[config.mk]
export PLATFORM = sky130hd
export DESIGN_NAME = online_otf_convert
export DESIGN_NICKNAME = d
export VERILOG_FILES = /design/src/rtl/online_pkg.sv /design/src/rtl/online_otf_step.sv /design/src/rtl/online_otf_convert.sv
export SDC_FILE = /design/constraint.sdc
export NUM_CORES = 1
export LEC_CHECK = 0
export CAP_MARGIN = 15
export CORE_MARGIN = 5
export CORE_UTILIZATION = 47
export DETAILED_ROUTE_END_ITERATION = 10
export GPL_TIMING_DRIVEN = 0
export PLACE_DENSITY = 0.75
export SETUP_SLACK_MARGIN = 0.05
export SYNTH_ARGS = -nofsm -noshare
export SYNTH_HDL_FRONTEND = slang
export SYNTH_SLANG_ARGS = --single-unit
[constraint.sdc]
create_clock -name clk -period 1.6 [get_ports clk]
set_input_delay 0.4 -clock clk [delete_from_list [all_inputs] [get_ports clk]]
set_output_delay 0.4 -clock clk [all_outputs]
set_load 0.02 [all_outputs]
[src/rtl/online_pkg.sv]
// Shared definitions for the online-arithmetic datapath blocks.
// Holds the radix-2 signed-digit encoding {plus,minus} and the
// collect/hold state type used by the serial-to-parallel converters.
package online_pkg;

  localparam logic [1:0] DIG_ZERO = 2'b00;
  localparam logic [1:0] DIG_NEG  = 2'b01;
  localparam logic [1:0] DIG_POS  = 2'b10;
  localparam logic [1:0] DIG_ILL  = 2'b11;

  typedef enum logic {
    COLLECT = 1'b0,
    HOLD    = 1'b1
  } state_t;

endpackage

[src/rtl/online_otf_step.sv]
// One step of on-the-fly conversion: appends a signed digit to the
// running pair (Q, QM = Q - ulp) within a fixed W-bit window.
// Ports:
//   q, qm           current Q and QM registers (W bits)
//   digit           signed digit {plus,minus}; 11 is handled as 0
//   q_next, qm_next updated Q and QM
module online_otf_step
  import online_pkg::*;
#(
  parameter int W = 5
) (
  input  logic [W-1:0] q,
  input  logic [W-1:0] qm,
  input  logic [1:0]   digit,
  output logic [W-1:0] q_next,
  output logic [W-1:0] qm_next
);

  localparam logic [W-1:0] ONE = W'(1);

  // Shifting left inside W bits drops the MSB; appending a 1 is an OR.
  logic [W-1:0] q_sh;
  logic [W-1:0] qm_sh;

  assign q_sh  = q << 1;
  assign qm_sh = qm << 1;

  always_comb begin
    q_next  = q_sh;
    qm_next = qm_sh | ONE;
    unique case (digit)
      DIG_POS: begin
        q_next  = q_sh | ONE;
        qm_next = q_sh;
      end
      DIG_NEG: begin
        q_next  = qm_sh | ONE;
        qm_next = qm_sh;
      end
      DIG_ZERO, DIG_ILL: begin
        q_next  = q_sh;
        qm_next = qm_sh | ONE;
      end
      default: begin
        q_next  = q_sh;
        qm_next = qm_sh | ONE;
      end
    endcase
  end

endmodule

[src/rtl/online_otf_convert.sv]
// Serial MSD-first signed-digit to two's-complement converter.
// Collects Stage radix-2 signed digits per word and presents the
// integer sum d_i*2^(Stage-i) as a registered (Stage+1)-bit word.
// Ports:
//   clk, rst        clock and synchronous active-high reset
//   clr             synchronous abort of the current word (as rst)
//   in_valid/ready  digit handshake; in_digit is {plus,minus}
//   out_valid/ready word handshake; out_data, out_err held while stalled
module online_otf_convert
  import online_pkg::*;
#(
  parameter int Stage = 4
) (
  input  logic             clk,
  input  logic             rst,
  input  logic             clr,
  input  logic             in_valid,
  output logic             in_ready,
  input  logic [1:0]       in_digit,
  output logic             out_valid,
  input  logic             out_ready,
  output logic [Stage:0]   out_data,
  output logic             out_err
);

  localparam int W  = Stage + 1;
  localparam int CW = $clog2(Stage + 1);
  localparam logic [CW-1:0] LAST = CW'(Stage - 1);

  state_t         state_q, state_d;
  logic [CW-1:0]  cnt_q;
  logic [W-1:0]   q_q, qm_q;
  logic [W-1:0]   q_step, qm_step;
  logic           err_q;
  logic           accept;
  logic           release_word;

  online_otf_step #(.W(W)) u_step (
    .q       (q_q),
    .qm      (qm_q),
    .digit   (in_digit),
    .q_next  (q_step),
    .qm_next (qm_step)
  );

  always_comb begin
    state_d      = state_q;
    in_ready     = 1'b0;
    out_valid    = 1'b0;
    accept       = 1'b0;
    release_word = 1'b0;
    unique case (state_q)
      COLLECT: begin
        in_ready = 1'b1;
        accept   = in_valid;
        if (in_valid && (cnt_q == LAST)) state_d = HOLD;
      end
      HOLD: begin
        out_valid    = 1'b1;
        release_word = out_ready;
        if (out_ready) state_d = COLLECT;
      end
      default: state_d = COLLECT;
    endcase
  end

  always_ff @(posedge clk) begin
    if (rst || clr) state_q <= COLLECT;
    else            state_q <= state_d;
  end

  // Releasing a held word and aborting share the same reinitialisation,
  // so each new word starts from Q=0, QM=-1 with a clean error flag.
  always_ff @(posedge clk) begin
    if (rst || clr || release_word) begin
      cnt_q <= '0;
      q_q   <= '0;
      qm_q  <= '1;
      err_q <= 1'b0;
    end else if (accept) begin
      cnt_q <= cnt_q + 1'b1;
      q_q   <= q_step;
      qm_q  <= qm_step;
      err_q <= err_q | (in_digit == DIG_ILL);
    end
  end

  assign out_data = q_q;
  assign out_err  = err_q;

endmodule

== Yosys cells after proc, flatten, opt, wreduce, memory -nomap -nowiden ==
Cells that the tools add are included.

* Bits in registers: 14
* Input port bits: 7

* $add $sub $neg: 1
* Eq/ne operators: 4
* Mux-type cells: 9
* Bitwise operators: 2
* Reductions and logical operators: 5

{| class="wikitable"
|+ Operators with widths
! cell !! count
|-
| 5-bit case mux with 3 select lines || 1
|-
| 4-bit case mux with 3 select lines || 1
|-
| 1-bit 2-to-1 mux || 6
|-
| 2-bit equality test (second input constant) || 2
|-
| 3-bit by 1-bit adder with 3-bit output (second input constant) || 1
|-
| 3-bit by 2-bit equality test with 1-bit output (second input constant) || 1
|-
| 2-bit by 1-bit equality test with 1-bit output (second input constant) || 1
|-
| 2-bit logical NOT || 1
|-
| 1-bit logical OR || 2
|-
| 1-bit case mux with 2 select lines || 1
|-
| 2-bit OR reduction || 1
|-
| 1-bit logical AND || 1
|-
| 1-bit inverter || 1
|-
| 1-bit bitwise OR || 1
|}

== Longest topological paths before layout ==
* Depth in word-level cells: 4
* Depth in mapped cells: 5
* Gate-level depth less buffers: 5

== Cells and area by module ==
A second synthesis with hierarchy kept.

* Cell total of the unflattened synthesis: 92
* Area total of the unflattened synthesis: 737.0 sq um

{| class="wikitable"
|+ Modules (own cells, without submodules)
! module !! times used !! cells an instance !! area each (sq um) !! sequential area each (sq um)
|-
| online_otf_convert || 1 || 68 || 581.8 || 300.3
|-
| online_otf_step || 1 || 24 || 155.1 || 0.0
|}

== Worst setup path after synthesis ==
OpenSTA, ideal clock, no wires.

* Path kind: in2reg
* Start: in in_digit[0]
* End: reg qm_q[3]
* Setup time: 0.132 ns
* Arrival time: 1.287 ns
* Data required time: 1.468 ns
* Slack: 0.181 ns
* Cell stages on the path: 5
* Path buffers: 0
* Cell sequence: inv_1 > ha_1 > o21ba_2 > a221oi_1 > o21ai_0

* Cells in the longest elaborated chain, start to end: 3
* Elaborated cells on any way between the ends: 6

{| class="wikitable"
|+ RTL lines
! what !! line !! RTL
|-
| start, declared || online_otf_convert.sv:19 || <nowiki>input logic [1:0] in_digit,</nowiki>
|-
| 2-bit equality test / 2-bit logical NOT (equally long branches) || online_otf_step.sv:31 || <nowiki>unique case (digit)</nowiki>
|-
| 2-bit OR reduction || online_otf_step.sv:31 ||
|-
| 4-bit case mux with 3 select lines (*) || online_otf_step.sv:31 ||
|-
| end signal, assigned || online_otf_convert.sv:83 || <nowiki>qm_q <= qm_step;</nowiki>
|-
| end, declared || online_otf_convert.sv:32 || <nowiki>logic [W-1:0] q_q, qm_q;</nowiki>
|}

Every way passes the cells marked *; elsewhere a longest branch is shown, timed or not.
A chain may end at the register's enable or synchronous reset.

== Final worst setup path ==
* Start: reg state_q
* End: out in_ready

* Cells in the longest elaborated chain, start to end: 1

{| class="wikitable"
|+ RTL lines
! what !! line !! RTL
|-
| start, declared || online_otf_convert.sv:30 || <nowiki>state_t state_q, state_d;</nowiki>
|-
| start signal, assigned || online_otf_convert.sv:69 || <nowiki>else state_q <= state_d;</nowiki>
|-
| 1-bit 2-to-1 mux || online_otf_convert.sv:52 || <nowiki>unique case (state_q)</nowiki>
|-
| end, declared || online_otf_convert.sv:18 || <nowiki>output logic in_ready,</nowiki>
|}

Every way passes these cells.

==> reports/results.ini <==
[final_layout]
layout.nets = 107
n_antenna_cell = 0
multi_input_area_um2 = 373
fin_cells = 109
drive_gt1_share_pct = 13.8
syn2layout_area_growth_pct = 30.3
seqCellArea_um2 = 282
nFillCells = 114

[die]
start_util_pct = 50.7
io_pins = 15
die_h_um = 47.7
die_area_um2 = 2280
die_w_um = 47.7
rows = 13
core_um2 = 1320

[worst_hold_path]
hp-class = register to register
min_from = cnt_q[1]

[timing]
max_freq_mhz = 700
worstMarginPinSlew_ns = 0.304
rsz0062_at_grt = no
fin_skew_ns = 0.00164
report.final.slew_viol_count = 0
post-route-period-util_pct = 89.2
period_minus_slack_ns = 1.43
setup_viol = 0
finalHoldViolations = 0
slew_headroom_pct = 79.6
finalSetupTns_ns = 0

[pwr]
power.total_uw = 730
peakVddDrop_mv = 0.512
p_leak_nw = 0.368
p_per_area_nw_per_um2 = 838

[cts]
cts_buffer_depth = 2
postCtsSetupBuffers = 0
htree_levels = 1
clockRootBuffer = clkbuf_4
post_cts_resized = 13
clk_latency_ns = 0.27
hold_buffers = 0
cts_inserted_buffers = 3
cts_tree = built
cts.sink_count = 14
cts.clk_slew.worst_paths_ns = 0.08

[critical_path]
max_stage_delay_ns = 0.40
required_ns = 1.20
startpoint_type = register
cp_top_family = flip-flops
path_max_fanout = 7
path_class = register to output port
rrSetupSlack_ns = 0.53
slowest_stage = dfxtp_2
critPathLaunch = state_q
path_cells = inv_1 > dlygate4sd2_1
crit_buf_inv = 2
timing.rr.start = cnt_q[0]
endpoint_kind = output port
arrival_ns = 1.03

[global_routing]
grt_max_degree = 11
grt_pass1_wl_um = 2190
grt_pass1_vias = 542
antenna_found_initial = 0
grt_remaining_overflow = 0
grtUsageTotal_pct = 13.9

[synthesis]
synth_area_um2 = 668
yosys_warnings = 0
synth-main-ff-cell = dfxtp_1
synth_nets = 88
synthArstFlopShare_pct = 0
synth_edf_count = 0
synth_common_cells = dfxtp_1, a21oi_1, nand2_1
yosysMostFrequentCell = dfxtp_1
synth_top_area_share_pct = 41.9
yosysTopAreaCell = dfxtp_1
synth.area.top_cells = dfxtp_1, ha_1, a21oi_1
ys_types = 21
yosysSeqAreaShare_pct = 41.9
postSynthCellCount = 76
synth-seq-cells = 14
syn_area_per_cell_um2 = 8.79

[route]
drc_errors = 0
dr.pass1.iters = 4
wl_per_cell_um = 12.3
vias_per_cell = 5.39
drt_wl_total_um = 1340
first_iter_violations = 10
vias = 588
final_antenna_net_count = 0

[placement]
portBuffers = 14
place_congestion = 0.713
dp_cells = 105
dp_hpwl_um = 995

[flow_run]
maxCapViolations = 0

[run_status]
status = finished clean

## cell usage in the layout (no fill, tap or decap)
master           netlist  final
dfxtp_1               14     13
a21oi_1               12     12
dlygate4sd2_1          0     10
nand2_1                7      7
nor2_1                 5      5
o21ai_0                5      5
a211oi_1               5      5
inv_1                  4      4
ha_1                   5      4
clkdlybuf4s50_1        0      4
nor3_1                 3      3
clkbuf_4               0      3
nand2b_1               2      2
o21ai_1                2      2
a221oi_1               3      2
nor2b_4                1      1
buf_4                  1      1
buf_6                  1      1
xnor2_1                1      1
and2b_1                1      1
or2_2                  1      1
and2_2                 1      1
o21ba_2                1      1
a221oi_2               0      1
nand4_1                1      1
ha_4                   0      1
clkbuf_8               0      1
dfxtp_2                0      1
## worst min-delay path, delay by kind of cell, from the launching register on
family          cells  cell delay (ns)
flops               1             0.32
compound gates      1             0.06
simple gates        1             0.05
## logic make-up after synthesis
kind of cell    share of synthesized area (%)
flops                                    41.9
fa+ha+maj                                9.36
simple gates                             17.0
xor+xnor                                 1.31
compound gates                           25.3
buf+inv                                  5.06
## layout make-up
type / count / area share (%)
Clock buffer: 4 / 4.17
Inverter: 4 / 1.72
Timing Repair Buffer: 14 / 14.7
Buffer: 2 / 2.16
Multi-Input combinational cell: 56 / 42.8
Tap cell: 15 / 2.16
Sequential cell: 14 / 32.3
## metrics by stage
step	instance area (µm²)	setup slack, ns	util, %	hold slack [ns]
final	871	0.172	66.1	0.476
after global routing	871	0.0987	66.1	0.511
after CTS	871	0.155	66.1	0.481
after detailed placement	827	-0.464	62.8	0.462
after global placement	827	-0.465	62.8	0.447
after floorplan	668	0.181	-	0.440
## sequential cells by signal (all words and copies together) (netlist names)
signal / cells
out_err: 1
cnt_q: 3
qm_q: 4
state_q: 1
out_data: 5
## worst paths after layout
kind / to / depth (start not counted)
min reg2reg: cnt_q[1] / 2
max reg2reg: cnt_q[2] / 3
min: cnt_q[1] / 2
max: in_ready / 2
## metal layers
layer	global-route usage [%]	vias to the layer above	share of wire [%]
met2	20.1	19	44
met3	3.38	2	7.0
li1	-	307	-
met4	8.06	0	0.97
met1	18.6	260	48
met5	0	-	0
## where the power goes
| part | leakage (nW) | total, mW | internal, mW | switching (mW) |
|---|---|---|---|---|
| logic | 0.232 | 0.111 | 0.0545 | 0.0562 |
| clock network | 0.0210 | 0.249 | 0.138 | 0.110 |
| registers | 0.115 | 0.370 | 0.361 | 0.00925 |
| total | 0.368 | 0.730 | 0.554 | 0.176 |
Power figures use the tool's default switching activity.
